### src/rtl/wb_arb_if.sv
// Bundle of the writeback arbiter's request, lookup and register-file port signals.
// The slave modport is the arbiter's view; the master modport is the execute/memory side.
interface wb_arb_if #(
  parameter int XLEN = 32
);
  logic            alu_wr_en_i;
  logic [4:0]      alu_wr_addr_i;
  logic [XLEN-1:0] alu_wr_data_i;
  logic            dram_wr_en_i;
  logic [4:0]      dram_wr_addr_i;
  logic [XLEN-1:0] dram_wr_data_i;
  logic [4:0]      rs1_addr_i;
  logic [4:0]      rs2_addr_i;
  logic            rs1_hit_o;
  logic            rs2_hit_o;
  logic [XLEN-1:0] rs1_data_o;
  logic [XLEN-1:0] rs2_data_o;
  logic            reg_wr_en_o;
  logic [4:0]      reg_wr_addr_o;
  logic [XLEN-1:0] reg_wr_data_o;
  logic            stall_o;
  logic            err_o;

  modport slave (
    input  alu_wr_en_i, alu_wr_addr_i, alu_wr_data_i,
    input  dram_wr_en_i, dram_wr_addr_i, dram_wr_data_i,
    input  rs1_addr_i, rs2_addr_i,
    output rs1_hit_o, rs2_hit_o, rs1_data_o, rs2_data_o,
    output reg_wr_en_o, reg_wr_addr_o, reg_wr_data_o,
    output stall_o, err_o
  );

  modport master (
    output alu_wr_en_i, alu_wr_addr_i, alu_wr_data_i,
    output dram_wr_en_i, dram_wr_addr_i, dram_wr_data_i,
    output rs1_addr_i, rs2_addr_i,
    input  rs1_hit_o, rs2_hit_o, rs1_data_o, rs2_data_o,
    input  reg_wr_en_o, reg_wr_addr_o, reg_wr_data_o,
    input  stall_o, err_o
  );
endinterface

### src/rtl/wb_arb.sv
// Writeback arbiter: load results own the register-file port, colliding ALU results
// wait in a small in-order FIFO that also serves forwarding lookups.
module wb_arb #(
  parameter int XLEN  = 32,
  parameter int DEPTH = 2
) (
  input  logic     clk_i,
  input  logic     rst_n_i,
  wb_arb_if.slave  bus
);
  localparam int PW = $clog2(DEPTH);
  localparam int CW = PW + 1;

  logic [PW-1:0]   rd_ptr;
  logic [PW-1:0]   wr_ptr;
  logic [CW-1:0]   count;
  logic            err_q;
  logic            ent_valid [DEPTH];
  logic [4:0]      ent_addr  [DEPTH];
  logic [XLEN-1:0] ent_data  [DEPTH];

  logic dram_vld;
  logic alu_vld;
  logic fifo_empty;
  logic fifo_full;
  logic pop;
  logic bypass;
  logic push;
  logic alu_viol;

  always_comb begin
    dram_vld   = bus.dram_wr_en_i && (bus.dram_wr_addr_i != 5'd0);
    alu_vld    = bus.alu_wr_en_i && (bus.alu_wr_addr_i != 5'd0);
    fifo_empty = (count == '0);
    fifo_full  = (count == CW'(DEPTH));
    pop        = !dram_vld && !fifo_empty;
    bypass     = !dram_vld && fifo_empty && alu_vld;
    push       = alu_vld && !bypass && !fifo_full;
    alu_viol   = alu_vld && fifo_full;
  end

  // Port outputs are held at zero while reset is asserted, whatever the inputs do.
  always_comb begin
    bus.reg_wr_en_o   = 1'b0;
    bus.reg_wr_addr_o = 5'd0;
    bus.reg_wr_data_o = '0;
    if (rst_n_i) begin
      if (dram_vld) begin
        bus.reg_wr_en_o   = 1'b1;
        bus.reg_wr_addr_o = bus.dram_wr_addr_i;
        bus.reg_wr_data_o = bus.dram_wr_data_i;
      end else if (!fifo_empty) begin
        bus.reg_wr_en_o   = ent_valid[rd_ptr];
        bus.reg_wr_addr_o = ent_addr[rd_ptr];
        bus.reg_wr_data_o = ent_data[rd_ptr];
      end else if (alu_vld) begin
        bus.reg_wr_en_o   = 1'b1;
        bus.reg_wr_addr_o = bus.alu_wr_addr_i;
        bus.reg_wr_data_o = bus.alu_wr_data_i;
      end
    end
  end

  // Scan oldest to youngest so the last match left standing is the youngest one.
  always_comb begin
    logic [PW-1:0] idx;
    bus.rs1_hit_o  = 1'b0;
    bus.rs1_data_o = '0;
    bus.rs2_hit_o  = 1'b0;
    bus.rs2_data_o = '0;
    idx            = '0;
    for (int i = 0; i < DEPTH; i++) begin
      idx = rd_ptr + PW'(i);
      if ((CW'(i) < count) && ent_valid[idx]) begin
        if ((bus.rs1_addr_i != 5'd0) && (ent_addr[idx] == bus.rs1_addr_i)) begin
          bus.rs1_hit_o  = 1'b1;
          bus.rs1_data_o = ent_data[idx];
        end
        if ((bus.rs2_addr_i != 5'd0) && (ent_addr[idx] == bus.rs2_addr_i)) begin
          bus.rs2_hit_o  = 1'b1;
          bus.rs2_data_o = ent_data[idx];
        end
      end
    end
  end

  assign bus.stall_o = fifo_full;
  assign bus.err_o   = err_q;

  always_ff @(posedge clk_i or negedge rst_n_i) begin
    if (!rst_n_i) begin
      rd_ptr <= '0;
      wr_ptr <= '0;
      count  <= '0;
      err_q  <= 1'b0;
      for (int i = 0; i < DEPTH; i++) begin
        ent_valid[i] <= 1'b0;
        ent_addr[i]  <= 5'd0;
        ent_data[i]  <= '0;
      end
    end else begin
      // A granted load overwrites every older deferred write to the same register.
      if (dram_vld) begin
        for (int i = 0; i < DEPTH; i++) begin
          if (ent_addr[i] == bus.dram_wr_addr_i) ent_valid[i] <= 1'b0;
        end
      end
      if (pop) begin
        ent_valid[rd_ptr] <= 1'b0;
        rd_ptr            <= rd_ptr + 1'b1;
      end
      if (push) begin
        ent_valid[wr_ptr] <= 1'b1;
        ent_addr[wr_ptr]  <= bus.alu_wr_addr_i;
        ent_data[wr_ptr]  <= bus.alu_wr_data_i;
        wr_ptr            <= wr_ptr + 1'b1;
      end
      count <= count + CW'(push) - CW'(pop);
      if (alu_viol) err_q <= 1'b1;
    end
  end
endmodule

### src/flat_wrapper.sv
// flat-port wrapper written by rule: the top's interface ports become plain ports
module wb_arb_flat 
#(
  parameter int XLEN  = 32,
  parameter int DEPTH = 2
)
  (clk_i, rst_n_i, bus_alu_wr_en_i, bus_alu_wr_addr_i, bus_alu_wr_data_i, bus_dram_wr_en_i, bus_dram_wr_addr_i, bus_dram_wr_data_i, bus_rs1_addr_i, bus_rs2_addr_i, bus_rs1_hit_o, bus_rs2_hit_o, bus_rs1_data_o, bus_rs2_data_o, bus_reg_wr_en_o, bus_reg_wr_addr_o, bus_reg_wr_data_o, bus_stall_o, bus_err_o);
  wb_arb_if #(.XLEN(XLEN)) bus_i ();
  input  logic clk_i;
  input  logic rst_n_i;
  input wire logic [$bits(bus_i.alu_wr_en_i)-1:0] bus_alu_wr_en_i;
  input wire logic [$bits(bus_i.alu_wr_addr_i)-1:0] bus_alu_wr_addr_i;
  input wire logic [$bits(bus_i.alu_wr_data_i)-1:0] bus_alu_wr_data_i;
  input wire logic [$bits(bus_i.dram_wr_en_i)-1:0] bus_dram_wr_en_i;
  input wire logic [$bits(bus_i.dram_wr_addr_i)-1:0] bus_dram_wr_addr_i;
  input wire logic [$bits(bus_i.dram_wr_data_i)-1:0] bus_dram_wr_data_i;
  input wire logic [$bits(bus_i.rs1_addr_i)-1:0] bus_rs1_addr_i;
  input wire logic [$bits(bus_i.rs2_addr_i)-1:0] bus_rs2_addr_i;
  output wire logic [$bits(bus_i.rs1_hit_o)-1:0] bus_rs1_hit_o;
  output wire logic [$bits(bus_i.rs2_hit_o)-1:0] bus_rs2_hit_o;
  output wire logic [$bits(bus_i.rs1_data_o)-1:0] bus_rs1_data_o;
  output wire logic [$bits(bus_i.rs2_data_o)-1:0] bus_rs2_data_o;
  output wire logic [$bits(bus_i.reg_wr_en_o)-1:0] bus_reg_wr_en_o;
  output wire logic [$bits(bus_i.reg_wr_addr_o)-1:0] bus_reg_wr_addr_o;
  output wire logic [$bits(bus_i.reg_wr_data_o)-1:0] bus_reg_wr_data_o;
  output wire logic [$bits(bus_i.stall_o)-1:0] bus_stall_o;
  output wire logic [$bits(bus_i.err_o)-1:0] bus_err_o;
  assign bus_i.alu_wr_en_i = bus_alu_wr_en_i;
  assign bus_i.alu_wr_addr_i = bus_alu_wr_addr_i;
  assign bus_i.alu_wr_data_i = bus_alu_wr_data_i;
  assign bus_i.dram_wr_en_i = bus_dram_wr_en_i;
  assign bus_i.dram_wr_addr_i = bus_dram_wr_addr_i;
  assign bus_i.dram_wr_data_i = bus_dram_wr_data_i;
  assign bus_i.rs1_addr_i = bus_rs1_addr_i;
  assign bus_i.rs2_addr_i = bus_rs2_addr_i;
  assign bus_rs1_hit_o = bus_i.rs1_hit_o;
  assign bus_rs2_hit_o = bus_i.rs2_hit_o;
  assign bus_rs1_data_o = bus_i.rs1_data_o;
  assign bus_rs2_data_o = bus_i.rs2_data_o;
  assign bus_reg_wr_en_o = bus_i.reg_wr_en_o;
  assign bus_reg_wr_addr_o = bus_i.reg_wr_addr_o;
  assign bus_reg_wr_data_o = bus_i.reg_wr_data_o;
  assign bus_stall_o = bus_i.stall_o;
  assign bus_err_o = bus_i.err_o;
  wb_arb #(.XLEN(XLEN), .DEPTH(DEPTH)) u_core (.clk_i(clk_i), .rst_n_i(rst_n_i), .bus(bus_i));
endmodule
### config.mk
export PLATFORM = sky130hd
export DESIGN_NAME = wb_arb_flat
export DESIGN_NICKNAME = d
export VERILOG_FILES = /design/src/rtl/wb_arb_if.sv /design/src/rtl/wb_arb.sv /design/src/flat_wrapper.sv
export SDC_FILE = /design/constraint.sdc
export NUM_CORES = 1
export LEC_CHECK = 0
export CORE_MARGIN = 1.5
export CORE_UTILIZATION = 49
export CTS_BUF_LIST = sky130_fd_sc_hd__clkbuf_4
export DETAILED_ROUTE_END_ITERATION = 6
export HOLD_SLACK_MARGIN = 0.1
export PLACE_DENSITY = 0.82
export SLEW_MARGIN = 10
export SYNTH_ARGS = -nofsm -noshare
export SYNTH_HDL_FRONTEND = slang
export SYNTH_SLANG_ARGS = --single-unit
### constraint.sdc
create_clock -name clk_i -period 3.43 [get_ports clk_i]
set_clock_uncertainty 0.1 [all_clocks]
set_input_delay 0.686 -clock clk_i [delete_from_list [all_inputs] [get_ports clk_i]]
set_output_delay 0.686 -clock clk_i [all_outputs]
set_load 0.05 [all_outputs]
* After elaboration in Yosys (flattened, before gate mapping)
Cells that the tools add are included.
** Storage, ports and cells
- Input bits :: 88
- Output and inout bits :: 106
- Word-level logic and storage cells :: 120
- Register bits :: 81
** Operators by class
- Equal/unequal tests :: 7
- Reductions and logical operators :: 25
- Add/subtract/negate cells :: 4
- Order comparisons :: 7
- Bitwise logic cells :: 6
- Multiplexer cells :: 61
** Operator list (number)
- 32-bit 2-to-1 mux :: 19
- 64-bit bitwise mux :: 1
- 5-bit 2-to-1 mux :: 11
- 32-bit demux with 1-bit select :: 1
- 5-bit equality test :: 6
- 1-bit 2-to-1 mux :: 22
- 5-bit nonzero test :: 4
- 1-bit logical AND :: 16
- 10-bit bitwise mux :: 1
- 2-bit greater-or-equal comparator, second input constant :: 3
- 2-bit 2-to-1 mux :: 3
- 1-bit NOT with 2-bit output :: 3
- 5-bit demux with 1-bit select :: 1
- 1-bit logical NOT :: 4
- 1-bit by 2-bit less-than comparator with 1-bit output, first input constant :: 2
- 2-bit by 1-bit less-than comparator with 1-bit output, second input constant :: 2
- 1-bit adder, second input constant :: 2
- 2-bit by 1-bit adder with 2-bit output :: 1
- 2-bit bitwise AND :: 1
- 1-bit demux with 1-bit select :: 2
- 2-bit equality test, second input constant :: 1
- 2-bit logical NOT :: 1
- 2-bit NOT :: 1
- 2-bit bitwise OR :: 1
- 2-bit by 1-bit subtractor with 2-bit output :: 1

* Logic depth before layout (Yosys ltp)
Gate-level depths: netlist of run 1.
- Depth in word-level cells :: 10
- Gate-level depth with buffers :: 10
- Depth with buffers taken out :: 8

* Least setup slack after synthesis of run 1
OpenSTA, ideal clock, no wires.
- Path type :: input-to-output
- Start :: input port bus_rs1_addr_i[1]
- End :: output port bus_rs1_data_o[10]
- Path slack :: -107 ps
- Stages :: 6
- Buffers on the path :: 1
- Arrival time :: 2751 ps
- Data required time :: 2644 ps
- Path through :: or4_1 > o211ai_1 > nor4_1 > nand3_2 > buf_2 > mux2i_1
** On the way
- Cells in the longest elaborated chain, start to end :: 6
- Elaborated cells on any way between the ends :: 9
- Classes of those cells :: 2 x eq/ne; 4 x mux; 3 x reduce/logical
** Ends and longest elaborated chain
- start: declaration :: RTL line flat_wrapper.sv:17 : input wire logic [$bits(bus_i.rs1_addr_i)-1:0] bus_rs1_addr_i;
- 5-bit equality test / 5-bit nonzero test (equally long branches) :: RTL line wb_arb.sv:75 : if ((bus.rs1_addr_i != 5'd0) && (ent_addr[idx] == bus.rs1_addr_i)) begin
- 1-bit logical AND :: RTL line wb_arb.sv:75
- 32-bit 2-to-1 mux :: RTL line wb_arb.sv:75
- 32-bit 2-to-1 mux :: RTL line wb_arb.sv:74 : if ((CW'(i) < count) && ent_valid[idx]) begin
- 32-bit 2-to-1 mux :: RTL line wb_arb.sv:75
- 32-bit 2-to-1 mux * :: RTL line wb_arb.sv:74
- end: declaration :: RTL line flat_wrapper.sv:21 : output wire logic [$bits(bus_i.rs1_data_o)-1:0] bus_rs1_data_o;
Mark *: on every way between the ends. The rest lies on a longest branch, timed or not.

* Worst setup path in the final report of run 1
- Start :: register u_core.rd_ptr
- End :: output port bus_rs2_data_o[10]
** On the way
- Cells in the longest elaborated chain, start to end :: 10
- Elaborated cells on any way between the ends :: 31
- Classes of those cells :: 1 x add/sub; 2 x eq/ne; 22 x mux; 2 x bitwise; 4 x reduce/logical
** Ends and longest elaborated chain
- start: declaration :: RTL line wb_arb.sv:14 : logic [PW-1:0] rd_ptr;
- start signal: assignment :: RTL line wb_arb.sv:110 : rd_ptr <= rd_ptr + 1'b1;
- 1-bit NOT with 2-bit output (implied by the code) :: RTL line wb_arb.sv:74, wb_arb.sv:79, wb_arb.sv:81
- 5-bit 2-to-1 mux (implied by the code) (3 in a row) :: RTL line wb_arb.sv:79 : if ((bus.rs2_addr_i != 5'd0) && (ent_addr[idx] == bus.rs2_addr_i)) begin
- 5-bit equality test :: RTL line wb_arb.sv:79
- 1-bit logical AND :: RTL line wb_arb.sv:79
- 32-bit 2-to-1 mux :: RTL line wb_arb.sv:79
- 32-bit 2-to-1 mux :: RTL line wb_arb.sv:74
- 32-bit 2-to-1 mux :: RTL line wb_arb.sv:79
- 32-bit 2-to-1 mux * :: RTL line wb_arb.sv:74
- end: declaration :: RTL line flat_wrapper.sv:22 : output wire logic [$bits(bus_i.rs2_data_o)-1:0] bus_rs2_data_o;
Mark *: on every way between the ends. The rest lies on a longest branch, timed or not. The select of a mux whose other input is x is not followed.

==> reports/qor.csv, run 1 <==
metric;value;unit
CTS root buf;clkbuf_4;
Die Ht;116.1;um
max_cap viols;0;
Final setup viols;99;
I/O Pins;194;
total congestion overflow;0;
top-count cell post-synth;mux2i_1;
Tightest Pin Transition;1.285;ns
Rel. slew slack;11.91;%
DRC;4;
Total GRT Usage;36.82;%
core area;0.01257;mm2
Min Clock Period, post-route;4.115;ns
Gate power share;73.8;%
Mapped Nets;705;
Placed Cells incl. Taps;1000;
Internal Power;4.916;mW
vias in the first global route;6959;
peak supply drop;0.6130;mV
area leader, netlist;dfrtp_1;
Worst-path clk slew;0.15;ns
FMAX;243.0;MHz
Placement Rows;41;
initial antenna violation count;2;
# H-tree levels;3;
full die area;0.01348;mm2
final non-filler cell total;1059;
detailed placement HPWL;15.54;mm
worst path arrival time;3.33;ns
DRT Wirelength;38.65;mm
input/output buffers;193;
CTS buffer count;9;
largest net degree at the start of global routing;46;
first-pass GRT wire length;37.74;mm
failing checks;design-rule violations, negative setup slack;
Tcrit/Tclk final;120.0;%
Vias;7976;
initial DRC count;1175;
Net Sw Frac;53.92;%
post-synth top area share;32.33;%
fin. max-slew vios;0;
register area share after synthesis;32.33;%
fraction of registers with async set/reset;100.0;%
chip width;116.1;um
Hold Path Class;input pin to flop;
synth top area cells;dfrtp_1 32%, mux2_2 18%, mux2i_1 17%;
share of layout cells above drive strength 1;54.69;%
ys flop type;dfrtp_1;
startpoint types;flop;
CTS tree;yes;
register bit total from synthesis;81;
CTS Sinks;81;
Placer Congestion;0.9215;
cell count after synthesis;615;
CP Class;flop to output pin;
Avg Vias per Cell;7.532;
Clk pwr share;6.0;%
setup_tns;-28.99;ns
post-DR wirelength/cell;36.49;um
DR pass1 iterations;7;
initial cell density of the core;49.89;%
clk_lat worst skew;0.48;ns
Post-DRT Antenna Nets;0;
mapped cell area;0.006270;mm2
worst-path maximum fanout;32;
Synth-to-Final Area Change;87.71;%
EDFF count, synth;0;
Critical Path RT;2.64;ns
library cells used by synthesis;42;
final net count;970;
Longest Clk Path Bufs;2;
syn_area_per_cell;10.19;um2
power per cell area;906.5;mW/mm2
Final WS setup;-0.6854;ns
multi-input logic area;0.005384;mm2
Layout fillers;341;
Commonest cells post-synth;104 x mux2i_1, 101 x mux2_2, 81 x dfrtp_1;
P_sw;5.753;mW
Synth Warn #;0;
Crit. End Element;output pin;
combined flip-flop and latch cell area;0.002032;mm2
standby leakage power;4.565;nW
final hold violations;0;
sequential power share;20.2;%
RSZ-0062 raised after global routing;true;
status;complete, but fails checks;
==> critical path: stages (launching register included) <==
cell     delay (ns)
dfrtp_4        0.59
buf_6          0.16
buf_6          0.12
mux2i_4        0.33
xnor2_1        0.21
nor3_4         0.26
buf_12         0.24
nand3_1        0.36
mux2i_4        0.36
buf_12         0.18
==> power groups by stage <==
stage	Clock (mW)	Combinational, mW	Sequential [mW]
2_1_floorplan	0	3.54	1.74
3_5_place_dp	0	5.13	1.90
5_1_grt	0.666	7.97	2.12
6_report	0.639	7.87	2.16
3_3_place_gp	0	4.99	1.82
4_1_cts	0.578	5.85	1.88
==> path summary, 6_finish.rpt <==
check	from	to	slack [ns]	cells after the start
min reg2reg	u_core.ent_data[29]$_DFFE_PN0P_	u_core.ent_data[29]$_DFFE_PN0P_	0.47	1
max in group asynchronous	rst_n_i	u_core.ent_data[34]$_DFFE_PN0P_	1.83	4
max reg2reg	u_core.count[1]$_DFF_PN0_	u_core.count[1]$_DFF_PN0_	0.75	8
max	u_core.rd_ptr$_DFFE_PN0P_	bus_rs2_data_o[10]	-0.69	9
min in group asynchronous	rst_n_i	u_core.ent_data[16]$_DFFE_PN0P_	0.57	2
min	bus_alu_wr_addr_i[2]	u_core.ent_addr[2]$_DFFE_PN0P_	0.40	2
==> layout make-up <==
cell class / instances / area share (%)
multi-input cells: 475 / 45.75
repair buffers: 309 / 33.81
flip-flops and latches: 81 / 17.27
well taps: 172 / 1.829
clock inverters: 7 / 0.6060
clock buffers: 9 / 0.5741
inverters: 4 / 0.1276
diodes: 2 / 0.04253
==> metrics by stage <==
step	hold WS, ns	cell area [um2]	utilization, %	setup WS, ns	power, mW
floorplan	0.2904	6386	-	-0.1067	5.273
global placement	0.3859	9604	76.42	-0.2831	6.812
detailed placement	0.3936	9604	76.42	-0.3394	7.024
CTS	0.4209	10740	85.46	-0.2546	8.300
global route	0.3931	11770	93.64	-0.7335	10.76
finish	0.3964	11770	93.64	-0.6854	10.67
==> flip-flops by register name, indices dropped and copies added (netlist names) <==
register and count:
u_core.count 2, u_core.wr_ptr 1, u_core.rd_ptr 1, u_core.ent_addr 10, u_core.ent_data 64, u_core.bus.err_o 1, u_core.ent_valid 2
==> layer usage <==
metal / global-route usage, % / up-vias / part of all wire, % / routed length [um]
met3: 6.175 / 379 / 14 / 5373
li1: - / 2860 / - / -
met1: 43.66 / 3792 / 31 / 11860
met2: 64.04 / 935 / 44 / 16910
met5: 0 / - / 0.54 / 207
met4: 19.84 / 10 / 11 / 4298
==> kinds of logic after synthesis <==
group / count (synthesis) / share of synthesized area [%]
muxes: 214 / 36.44
and+or+nand+nor: 139 / 11.34
AOI/OAI and AO/OA: 87 / 9.839
DFF: 81 / 32.33
buffers and inverters: 59 / 5.049
xor gates and xnor gates: 33 / 4.610
adders and majority gates: 2 / 0.3991
==> what timing repair did <==
item,CTS,global route
buffers inserted,18,12
cloned,3,8
hold endpoints to repair,8,0
resized for setup,139,137
setup endpoints to repair,103,100
pin swaps,10,39
hold buffers,1,0
==> cell usage in the layout (no fill, tap or decap), drive strengths merged, types with 6 or more instances in the layout <==
cell type / instances
o21ai: 36
dlygate4sd2: 7
o211ai: 8
clkdlybuf4s50: 72
nand3: 69
nor3: 7
dfrtp: 81
a221oi: 32
mux2i: 106
nor2: 40
nand2: 6
xnor2: 23
clkbuf: 17
buf: 213
xor2: 10
mux2: 108
Note: power is estimated with default switching activity, not from simulation.
==> inputs of run 2 (changes only) <==
Settings changed: CORE_MARGIN 1.5 to 2.
==> reports/qor.csv, run 2 (same netlist as run 1, synthesis figures left out) <==
metric;value;unit;change
met2 WL;16.54;mm;was 16.91 mm
Power, Total;10.10;mW;was 10.67 mW
M1 WL;11.04;mm;was 11.86 mm
routed wl met3;4.395;mm;was 5.373 mm
R2R depth;6;;was 8
peak supply drop;0.4724;mV;was 0.6130 mV
Critical Path RT;2.64;ns;about the same
status;complete, but fails checks;;unchanged
DR pass1 iterations;7;;unchanged
register-to-register setup slack;1.14;ns;was 0.75 ns
highest-count cells in the layout ignoring fill and taps;99 x mux2_2, 90 x buf_12, 79 x dfrtp_1;;was 97 x mux2_2, 91 x buf_4, 85 x buf_12
Placement Rows;41;;unchanged
worst reg2reg path endpoint;u_core.ent_data[4]$_DFFE_PN0P_;;was u_core.count[1]$_DFF_PN0_
design area;0.01161;mm2;was 0.01177 mm2
standby leakage power;4.545;nW;was 4.565 nW
initial antenna violation count;1;;was 2
Antenna Cells;0;;was 2
clk_lat worst skew;0.45;ns;was 0.48 ns
initial DRC count;1021;;was 1175
max_cap viols;0;;unchanged
CTS root buf;clkbuf_4;;unchanged
Post-DRT Antenna Nets;0;;unchanged
Tightest Pin Transition;0.8807;ns;was 1.285 ns
post-DR wirelength/cell;33.56;um;was 36.49 um
input/output buffers;193;;unchanged
core area;0.01257;mm2;unchanged
CP Class;flop to output pin;;unchanged
Placed Area;0.009632;mm2;was 0.009604 mm2
Hold Slack;0.4647;ns;was 0.3964 ns
largest net degree at the start of global routing;38;;was 46
final net count;964;;was 970
CTS tree;yes;;unchanged
CTS Sinks;81;;unchanged
most common cell after layout, fill and taps aside;mux2_2;;unchanged
Largest Register;u_core.ent_data;;unchanged
setup_tns;-27.31;ns;was -28.99 ns
initial cell density of the core;49.89;%;unchanged
vias in the first global route;7636;;was 6959
Vias;7711;;was 7976
worst path arrival time;3.20;ns;was 3.33 ns
final hold violations;0;;unchanged
I/O Pins;194;;unchanged
Die Ht;117.1;um;was 116.1 um
top sig layer;met5;;unchanged
biggest regs;u_core.ent_data (64), u_core.ent_addr (10);;unchanged
Longest Clk Path Bufs;2;;unchanged
fin. max-slew vios;0;;unchanged
detailed placement HPWL;15.59;mm;was 15.54 mm
Hold Path Class;flop to flop;;was input pin to flop
RSZ-0062 raised after global routing;true;;unchanged
DRC;2;;was 4
chip width;117.1;um;was 116.1 um
Worst-path clk slew;0.15;ns;about the same
hold_sp;u_core.ent_data[27]$_DFFE_PN0P_;;was bus_alu_wr_addr_i[2]
Crit. End Element;output pin;;unchanged
Rel. slew slack;39.61;%;was 11.91%
share of layout cells above drive strength 1;55.58;%;was 54.69%
startpoint types;flop;;unchanged
Avg Vias per Cell;7.344;;was 7.532
total congestion overflow;0;;unchanged
max reg flops;64;;unchanged
# H-tree levels;3;;unchanged
power per cell area;869.8;mW/mm2;was 906.5 mW/mm2
Min Clock Period, post-route;3.987;ns;was 4.115 ns
CP startpoint;u_core.rd_ptr$_DFFE_PN0P_;;unchanged
FMAX;250.8;MHz;was 243.0 MHz
Placer Congestion;0.9214;;was 0.9215
worst-path maximum fanout;6;;was 32
failing checks;design-rule violations, negative setup slack;;unchanged
Final WS setup;-0.5572;ns;was -0.6854 ns
Placed Cells incl. Taps;997;;was 1000
first-pass GRT wire length;43.17;mm;was 37.74 mm
DRT Wirelength;35.23;mm;was 38.65 mm
Final setup viols;74;;was 99
Tcrit/Tclk final;116.2;%;was 120.0%
final non-filler cell total;1050;;was 1059
end of the critical path;bus_rs1_data_o[15];;was bus_rs2_data_o[10]
CTS buffer count;9;;unchanged
r2r startpoint;u_core.count[1]$_DFF_PN0_;;unchanged
Synth-to-Final Area Change;85.11;%;was 87.71%
Total GRT Usage;42.03;%;was 36.82%
full die area;0.01372;mm2;was 0.01348 mm2
==> run 2: cell count changes in the layout (fill, tap and decap cells not counted), moves of 3 or more <==
cell and delta:
a221oi_1 -9, a221oi_2 +11, buf_12 +5, buf_16 +3, buf_4 -14, buf_6 +5, clkbuf_16 -5, dlygate4sd2_1 +3
mux2i_2 +5, mux2i_4 -7, nand3_2 +17, nand3_4 -17
==> run 2: how the worst min path moves through the flow <==
stage	depth (start not counted)	slack (ns)	end
finish	1	0.46	u_core.ent_data[27]$_DFFE_PN0P_
CTS	1	0.42	u_core.wr_ptr$_DFFE_PN0P_
detailed placement	2	0.40	u_core.bus.err_o$_DFFE_PN0P_
floorplan	0	0.29	u_core.bus.err_o$_DFFE_PN0P_
global placement	1	0.39	u_core.ent_data[27]$_DFFE_PN0P_
global route	1	0.48	u_core.ent_data[26]$_DFFE_PN0P_
==> run 2: layout make-up <==
type | instances | area, um2
sequential | 81 | 2032
clock inverter | 5 | 47.55
inverter | 4 | 15.01
fill | 361 | 962.2
multi-input combinational | 476 | 5248
clock buffer | 10 | 75.07
tap | 172 | 215.2
timing repair buffer | 302 | 3974
==> run 2: repair_timing <==
item,4_1_cts,5_1_grt
pin swaps,18,11
endpoints found under the hold margin,12,0
hold buffers,1,0
endpoints found under the setup margin,104,99
gates resized for setup,177,81
setup buffers,20,8
gates cloned,9,2
==> run 2: worst max-delay path, stage by stage, from the launching register on <==
cell	delay, ns
dfrtp_4	0.55
buf_4	0.16
buf_8	0.14
mux2i_2	0.41
xnor2_1	0.22
nor3b_4	0.26
buf_6	0.18
buf_12	0.17
nand3_1	0.11
mux2i_1	0.23
buf_4	0.18
buf_12	0.13
==> run 2: through the flow <==
step | utilization (%) | setup WS [ns]
finish | 92.34 | -0.5572
global route | 92.34 | -0.6566
CTS | 87.88 | -0.3234
detailed placement | 76.64 | -0.3303
global placement | 76.64 | -0.3107
floorplan | - | -0.1067
==> run 2: report_power, final <==
part           internal, mW  switching [mW]  total [mW]
Combinational          3.15            4.27        7.42
Sequential             1.45           0.639        2.09
Clock                 0.221           0.371       0.592
==> run 2: per-layer routing <==
layer / track usage [%] / vias to the layer above
li1: - / 2849
met1: 48.89 / 3666
met2: 70.21 / 866
met3: 9.732 / 328
met4: 26.59 / 2
met5: 0 / -
==> inputs of run 3 (changes only) <==
Settings changed: CAP_MARGIN set to 5, CORE_ASPECT_RATIO set to 1.2, SKIP_CTS_REPAIR_TIMING set to 1.
==> reports/qor.csv, run 3 (same netlist as run 1, synthesis figures left out) <==
metric;value;unit;change
post-DR wirelength/cell;27.69;um;was 33.56 um
power per cell area;826.3;mW/mm2;was 869.8 mW/mm2
Critical Path, Cell by Cell;mux2i_2 -> xnor2_1 -> or4_4 -> nor3_4 -> buf_12 -> clkbuf_16 -> mux2i_2 -> buf_12;;was buf_4 -> buf_8 -> mux2i_2 -> xnor2_1 -> nor3b_4 -> buf_6 -> buf_12 -> nand3_1 -> mux2i_1 -> buf_4 -> buf_12
Power, Total;8.962;mW;was 10.10 mW
Final WS setup;-0.4610;ns;was -0.5572 ns
Total GRT Usage;30.38;%;was 42.03%
CTS tree;yes;;unchanged
share of layout cells above drive strength 1;48.83;%;was 55.58%
Placer Congestion;0.9223;;was 0.9214
Hold Path Class;input pin to asynchronous set/reset pin;;was flop to flop
Layout fillers;572;;was 361
Largest Register;u_core.ent_data;;unchanged
max_cap viols;0;;unchanged
Rel. slew slack;52.99;%;was 39.61%
input/output buffers;193;;unchanged
DRT Wirelength;28.33;mm;was 35.23 mm
worst reg2reg path endpoint;u_core.ent_data[14]$_DFFE_PN0P_;;was u_core.ent_data[4]$_DFFE_PN0P_
final non-filler cell total;1023;;was 1050
highest-count cells in the layout ignoring fill and taps;101 x mux2_2, 87 x buf_4, 80 x buf_12, 80 x dfrtp_1, 77 x clkdlybuf4s50_1;;was 99 x mux2_2, 90 x buf_12, 79 x dfrtp_1
most common cell after layout, fill and taps aside;mux2_2;;unchanged
Longest Clk Path Bufs;2;;unchanged
Bufs and invs on worst path;3;;was 6
Avg Vias per Cell;6.880;;was 7.344
end of the critical path;bus_rs2_data_o[16];;was bus_rs1_data_o[15]
Final setup viols;82;;was 74
CP max stage delay;0.57;ns;was 0.55 ns
Crit path depth;8;;was 11
Clk pwr share;8.0;%;was 5.9%
initial antenna violation count;1;;unchanged
core area;0.01256;mm2;was 0.01257 mm2
Worst-path clk slew;0.13;ns;was 0.15 ns
CP startpoint;u_core.rd_ptr$_DFFE_PN0P_;;unchanged
total congestion overflow;0;;unchanged
worst-path maximum fanout;8;;was 6
vias in the first global route;6492;;was 7636
Die Ht;127.9;um;was 117.1 um
# H-tree levels;3;;unchanged
I/O Pins;194;;unchanged
Placement Rows;45;;was 41
Min Clock Period, post-route;3.891;ns;was 3.987 ns
sequential power share;22.5;%;was 20.7%
RSZ-0062 raised after global routing;true;;unchanged
max reg flops;64;;unchanged
initial DRC count;732;;was 1021
failing checks;negative setup slack;;was design-rule violations, negative setup slack
CTS Sinks;81;;unchanged
largest net degree at the start of global routing;54;;was 38
Critical Path RT;2.64;ns;about the same
startpoint types;flop;;unchanged
fin. max-slew vios;0;;unchanged
full die area;0.01372;mm2;about the same
Max stage delay cell, worst path;dfrtp_4;;unchanged
r2r startpoint;u_core.count[1]$_DFF_PN0_;;unchanged
Internal Power;4.519;mW;was 4.819 mW
CP Class;flop to output pin;;unchanged
critical path's top delay family;simple AND/OR/NAND/NOR gates;;was buffers and inverters
Placed Cells incl. Taps;980;;was 997
P_sw;4.443;mW;was 5.276 mW
Synth-to-Final Area Change;72.98;%;was 85.11%
standby leakage power;4.362;nW;was 4.545 nW
Net Sw Frac;49.57;%;was 52.27%
Post-DRT Antenna Nets;0;;unchanged
CTS root buf;clkbuf_4;;unchanged
FMAX;257.0;MHz;was 250.8 MHz
register-to-register setup slack;1.16;ns;was 1.14 ns
final hold violations;0;;unchanged
detailed placement HPWL;15.54;mm;was 15.59 mm
DR pass1 iterations;5;;was 7
Crit. End Element;output pin;;unchanged
status;complete, but fails checks;;unchanged
chip width;107.3;um;was 117.1 um
Gate power share;69.4;%;was 73.5%
Tightest Pin Transition;0.7021;ns;was 0.8807 ns
first-pass GRT wire length;32.72;mm;was 43.17 mm
CTS buffer count;9;;unchanged
R2R depth;5;;was 6
biggest regs;u_core.ent_data (64), u_core.ent_addr (10);;unchanged
Tcrit/Tclk final;113.4;%;was 116.2%
DRC;0;;was 2
peak supply drop;0.6400;mV;was 0.4724 mV
initial cell density of the core;49.94;%;was 49.89%
clk_lat worst skew;0.45;ns;about the same
Vias;7038;;was 7711
worst path arrival time;3.10;ns;was 3.20 ns
final net count;943;;was 964
## run 3: worst min-delay path by stage
stage / startpoint / end / slack (ns) / cells past startpoint
4_1_cts: rst_n_i / u_core.ent_data[25]$_DFFE_PN0P_ / 0.1 / 1
6_report: rst_n_i / u_core.ent_data[25]$_DFFE_PN0P_ / 0.14 / 1
5_1_grt: rst_n_i / u_core.ent_data[25]$_DFFE_PN0P_ / 0.13 / 1
3_5_place_dp: u_core.bus.err_o$_DFFE_PN0P_ / u_core.bus.err_o$_DFFE_PN0P_ / 0.39 / 2
2_1_floorplan: rst_n_i / u_core.bus.err_o$_DFFE_PN0P_ / 0.29 / 0
3_3_place_gp: u_core.bus.err_o$_DFFE_PN0P_ / u_core.bus.err_o$_DFFE_PN0P_ / 0.35 / 2
## run 3: layout make-up
cell class | instances | area [um2] | share of cell area [%]
clock buffer | 9 | 67.56 | 0.6230
multi-input combinational | 475 | 4815 | 44.39
timing repair buffer | 282 | 3601 | 33.20
sequential | 81 | 2031 | 18.72
inverter | 4 | 15.01 | 0.1384
tap | 164 | 205.2 | 1.892
antenna | 1 | 2.502 | 0.02307
clock inverter | 7 | 108.9 | 1.004
## run 3: power groups by stage
stage          Sequential (mW)  Combinational [mW]  Clock, mW
2_1_floorplan             1.74                3.54          0
3_3_place_gp              1.85                4.96          0
3_5_place_dp              1.92                5.09          0
4_1_cts                   1.89                5.10      0.708
5_1_grt                   2.04                6.44      0.756
6_report                  2.02                6.22      0.720
## run 3: layer usage
layer / routed length, um / global-route usage (%)
met5: 0 / 0
met2: 13880 / 53.76
met1: 9479 / 35.06
met3: 2720 / 5.033
met4: 2249 / 15.66
## run 3: per-stage QoR
stage          util [%]  TNS [ns]  hold slack, ns  setup WS, ns  instance area [um2]
3_5_place_dp      75.35    -17.29          0.3940       -0.3120                 9460
5_1_grt           86.38    -31.40          0.1306       -0.5401                10850
4_1_cts           76.75    -22.94         0.09939       -0.4741                 9637
6_report          86.38    -26.25          0.1374       -0.4610                10850
2_1_floorplan         -    -2.970          0.2904       -0.1067                 6386
3_3_place_gp      75.35    -14.07          0.3533       -0.2777                 9460
## run 3: worst reg2reg max path, stage by stage, from the launching register on
cell	delay, ns
dfrtp_1	0.50
inv_1	0.15
a21oi_2	0.08
nor3b_2	0.61
buf_12	0.30
mux2_2	0.41
==> RTL edit 1 (config.mk and constraints of run 2) <==
`XLEN` is set to 32 in 3 places; all go to 48.
--- a/src/rtl/wb_arb_if.sv
+++ b/src/rtl/wb_arb_if.sv
@@ -3,3 +3,3 @@
 interface wb_arb_if #(
-  parameter int XLEN = 32
+  parameter int XLEN = 48
 );
--- a/src/rtl/wb_arb.sv
+++ b/src/rtl/wb_arb.sv
@@ -3,3 +3,3 @@
 module wb_arb #(
-  parameter int XLEN  = 32,
+  parameter int XLEN  = 48,
   parameter int DEPTH = 2
--- a/src/flat_wrapper.sv
+++ b/src/flat_wrapper.sv
@@ -3,3 +3,3 @@
 #(
-  parameter int XLEN  = 32,
+  parameter int XLEN  = 48,
   parameter int DEPTH = 2
Interface: changed (5 resized); port bits go from 194 to 274. No check against the original RTL was run, so the function may have changed too.
==> RTL edit 1 against run 2 <==
The flow still finishes with violations (design-rule violations, negative setup slack). Utilization rose by 0.31 points. Area after synthesis up 41%. Setup slack worse by 680 ps. Wire length is 46% higher. Total power increased by 48%. Final area is 42% higher. Hold slack got worse by 66 ps. Sequential cell count rose by 32. Highest routed layer is now met4.
==> RTL edit 1: results (changes against run 2) <==
min_path:
  hp-class: "in2reg"
drt:
  drtIter0Drc: 1583  # +55%
  wl_per_cell_um: 35.4  # +5.4%
  drc_errors: 10  # +8
  dr_total_vias: 10800  # +40%
pwr:
  p_leak_nw: 6.59  # +45%
  power_switching_mw: 7.56  # +43%
grt:
  track_usage_pct: 40.4  # -1.6 points
  grt_max_degree: 85  # +120%
  grt_pass1_wl_um: 60200  # +39%
placement:
  gp_congestion: 0.876  # -4.9%
  placed_cell_area_um2: 13800  # +43%
  dp_hpwl_um: 22400  # +44%
  place_ws_ps: -464  # -133 ps
status:
  violations: "design-rule violations, negative setup slack"
  outcome: "finished, violations left"
sta:
  setup_viol_count_final: 150  # +100%
  layout_setup_ws_ps: -1240  # -684 ps
  tns_ps: -94030  # -66720 ps
  tightest_slew_ps: 1200  # +320 ps
clock_network:
  htree_levels: 4  # +1
  numCtsBuffers: 17  # +8
  clk_latency_ps: 620  # +170 ps
final_layout:
  drive_gt1_share_pct: 51.6  # -4.0 points
  nets: 1328  # +38%
logic_synthesis:
  syn_inst: 848  # +38%
  synth-seq-area-share_pct: 31.9  # -0.44 points
  synth.net_count: 970  # +38%
  yosysUniqueCellTypes: 40  # -4.8%
  synth_area_leaders: "dfrtp_1 (32%), mux2i_1 (17%), mux2_4 (8.3%), mux2_1 (7.4%), mux2_2 (6.2%)"
setup_path:
  worstPathArrival_ps: 3890  # +690 ps
-- RTL edit 1: stage by stage --
step	utilization (%)	hold slack, ps
after floorplan	-	290
after global placement	77.1	351
after detailed placement	77.1	365
after CTS	87.7	391
after global routing	92.6	370
final	92.7	399
-- RTL edit 1: cell families (layout without fill, tap and decap cells) --
group                      Yosys count  after routing  synth area share [%]
AOI/OAI and AO/OA                  120            120                  9.61
xor gates and xnor gates            33             33                  3.26
adders and majority gates            2              2                 0.282
and+or+nand+nor                    184            184                  10.2
other                                0              2                     0
DFF                                113            113                  31.9
muxes                              310            310                  39.4
buffers and inverters               86            457                  5.33
-- RTL edit 1: metal layers --
metal	GRT usage (%)	up-vias	wire length, um
li1	-	3939	-
met1	47.4	5163	16600
met2	68.9	1232	23100
met3	8.87	470	6490
met4	22.6	0	5110
met5	0	-	0
-- RTL edit 1: area by class of cell --
cell class | count | area [um2] | share of cell area [%]
multi-input combinational | 649 | 7610 | 46.0
timing repair buffer | 421 | 5420 | 32.8
sequential | 113 | 2830 | 17.1
tap | 229 | 287 | 1.73
clock inverter | 15 | 240 | 1.45
clock buffer | 17 | 128 | 0.772
inverter | 4 | 15.0 | 0.0908
antenna | 2 | 5.00 | 0.0303
-- RTL edit 1: repair_timing --
action,4_1_cts,5_1_grt
setup buffers,22,19
hold endpoints to repair,17,0
setup endpoints to repair,147,150
gates resized for setup,208,123
gates cloned,8,2
hold buffers,1,0
pin swaps,10,8
-- RTL edit 1: worst max-delay path: stages, from the launching register on --
cell,delay [ps]
dfrtp_4,600
buf_6,180
mux2_4,220
o211ai_1,120
nor4_2,840
nand3_4,380
buf_12,270
buf_12,140
mux2i_4,310
buf_12,190
-- RTL edit 1: worst paths after layout --
| path | start | end | slack, ps | cells past startpoint |
|---|---|---|---|---|
| min in group asynchronous | rst_n_i | u_core.ent_addr[9] | 490 | 2 |
| setup reg to reg | u_core.count[1] | u_core.ent_data[43] | 460 | 6 |
| setup / recovery | u_core.rd_ptr | bus_rs1_data_o[43] | -1240 | 9 |
| max in group asynchronous | rst_n_i | u_core.ent_data[68] | 1480 | 4 |
| hold reg to reg | u_core.ent_data[71] | u_core.ent_data[71] | 430 | 1 |
| hold / removal | bus_alu_wr_addr_i[2] | u_core.ent_addr[7] | 400 | 3 |
-- RTL edit 1: power groups by stage --
stage               logic, mW  clock network [mW]  registers [mW]
floorplan                5.09                   0            2.42
global route             10.7                1.43            2.88
CTS                      8.91                1.30            2.64
detailed placement       7.46                   0            2.62
finish                   10.6                1.39            2.90
global placement         7.30                   0            2.55
==> RTL edit 2 (flow settings as in run 2) <==
Without the edit above. Reset style: synchronous (`rst_n_i`), changed in one clocked block.
--- a/src/rtl/wb_arb.sv
+++ b/src/rtl/wb_arb.sv
@@ -89,3 +89,3 @@
 
-  always_ff @(posedge clk_i or negedge rst_n_i) begin
+  always_ff @(posedge clk_i) begin
     if (!rst_n_i) begin
Function: differs if rst_n_i is asserted again (counterexample within 4 cycles, from zero or initial values and one cycle with rst_n_i low); with rst_n_i held inactive, the same outputs for 4 cycles.
==> RTL edit 2 against run 2 <==
Sequential share of layout area up 2.6 points. Final area increased by 2.3%. The flow still finishes with violations (design-rule violations, negative setup slack). Wire length is 1.4% higher. Setup slack better by 160 ps. Area after synthesis grew 0.24%. Sequential cell count rose by 1.
Power is not compared: it rests on default switching activity, and its combinational part moved more than twofold at a synthesized area within 25%.
==> RTL edit 2: results (changes against run 2) <==
setup_path:
  ff2ff_setup_slack_ps: 1090  # -50 ps
  ff2ff_path_depth: 9  # +3
  worstPathArrival_ps: 3040  # -160 ps
  r2r-end: "u_core.count[1]"
final_layout:
  drive_gt1_share_pct: 41.8  # -14 points
  nets: 1014  # +5.2%
  fillerInstances: 316  # -12%
sta:
  setup_viol_count_final: 98  # +32%
  tns_ps: -18280  # +9030 ps
  layout_setup_ws_ps: -394  # +163 ps
clock_network:
  clk_latency_ps: 480  # +30 ps
placement:
  placed_cell_area_um2: 9850  # +2.2%
  dp_hpwl_um: 16300  # +4.8%
drt:
  drtIter0Drc: 1394  # +37%
  drc_errors: 6  # +4
logic_synthesis:
  synthTopCellsByCount: "mux2i_1 (106), and3_1 (74), edfxtp_1 (74)"
  synth_edf_count: 74  # +74
  synth.net_count: 762  # +8.1%
  synth_area_leaders: "edfxtp_1 (35%), mux2i_1 (17%), and3_1 (7.4%), o21ai_0 (4.4%), a21o_1 (3.8%)"
  yosys.area_share.xor_xnor_pct: 4.18  # -0.43 points
status:
  outcome: "finished, violations left"
  violations: "design-rule violations, negative setup slack"
grt:
  grt_pass1_wl_um: 41600  # -3.6%
  grt_max_degree: 41  # +7.9%
  track_usage_pct: 40.1  # -1.9 points
min_path:
  holdPathEnd: "u_core.ent_valid[0]"
RTL edit 2: final cells by class:
cell class	count	area [um2]	area share [%]
multi-input cells	518	4860	41.0
diodes	1	2.50	0.0211
clock inverters	7	67.6	0.569
repair buffers	308	4250	35.8
well taps	172	215	1.81
flip-flops and latches	82	2390	20.1
clock buffers	9	67.6	0.569
inverters	5	18.8	0.158
RTL edit 2: how the worst max path moves through the flow:
stage,start,cells after the start,end
CTS,u_core.rd_ptr,8,bus_rs1_data_o[2]
floorplan,bus_dram_wr_addr_i[1],5,bus_reg_wr_data_o[0]
global placement,bus_rs1_addr_i[1],7,bus_rs1_data_o[11]
finish,u_core.rd_ptr,8,bus_rs1_data_o[5]
detailed placement,bus_rs1_addr_i[1],7,bus_rs1_data_o[2]
global route,u_core.rd_ptr,8,bus_rs1_data_o[5]
RTL edit 2: metrics by stage:
stage,hold WS (ps),power (mW),instances,setup slack (ps),util [%]
6_report,483,5.27,1102,-394,94.4
5_1_grt,479,5.32,1101,-356,94.4
4_1_cts,416,4.58,1076,-90.7,87.9
3_5_place_dp,379,3.76,1041,-180,78.4
3_3_place_gp,362,3.67,1041,-121,78.4
2_1_floorplan,358,2.81,672,30.4,-
RTL edit 2: per-layer routing:
| metal | routed length, um | global-route usage [%] | part of all wire, % | up-vias |
|---|---|---|---|---|
| met1 | 11100 | 45.0 | 31 | 3733 |
| li1 | - | - | - | 3040 |
| met5 | 12 | 0 | 0.034 | - |
| met3 | 4550 | 9.63 | 13 | 347 |
| met4 | 3330 | 26.8 | 9.3 | 2 |
| met2 | 16700 | 67.7 | 47 | 971 |
RTL edit 2: power breakdown:
part | switching (mW) | leakage [nW] | internal, mW | total, mW
Clock | 0.400 | 0.0714 | 0.220 | 0.620
Combinational | 1.97 | 3.62 | 1.23 | 3.20
Sequential | 0.190 | 0.843 | 1.25 | 1.44
Total | 2.56 | 4.54 | 2.70 | 5.27
RTL edit 2: critical path, stage by stage (launching register included):
cell and delay (ps):
dfxtp_4 510, mux2i_4 350, xor2_1 220, nand4_1 120
or4_4 550, buf_12 200, buf_12 160, mux2i_4 250
buf_12 180
RTL edit 2: kinds of logic (layout without fill, tap and decap cells):
family | after synthesis | count (layout)
multiplexers | 108 | 108
AO/OA/AOI/OAI | 183 | 183
adder cells (fa/ha/maj) | 2 | 2
AND/OR/NAND/NOR | 195 | 195
XOR/XNOR | 30 | 30
flip-flops | 82 | 82
other | 0 | 1
buffers and inverters | 72 | 329
RTL edit 2: what timing repair did:
| action | in CTS | in global routing |
|---|---|---|
| setup buffers | 14 | 21 |
| setup endpoints to repair | 87 | 103 |
| hold buffers | 0 | 0 |
| gates cloned | 5 | 4 |
| endpoints found under the hold margin | 0 | 0 |
| pin swaps | 19 | 34 |
| gates resized for setup | 156 | 125 |
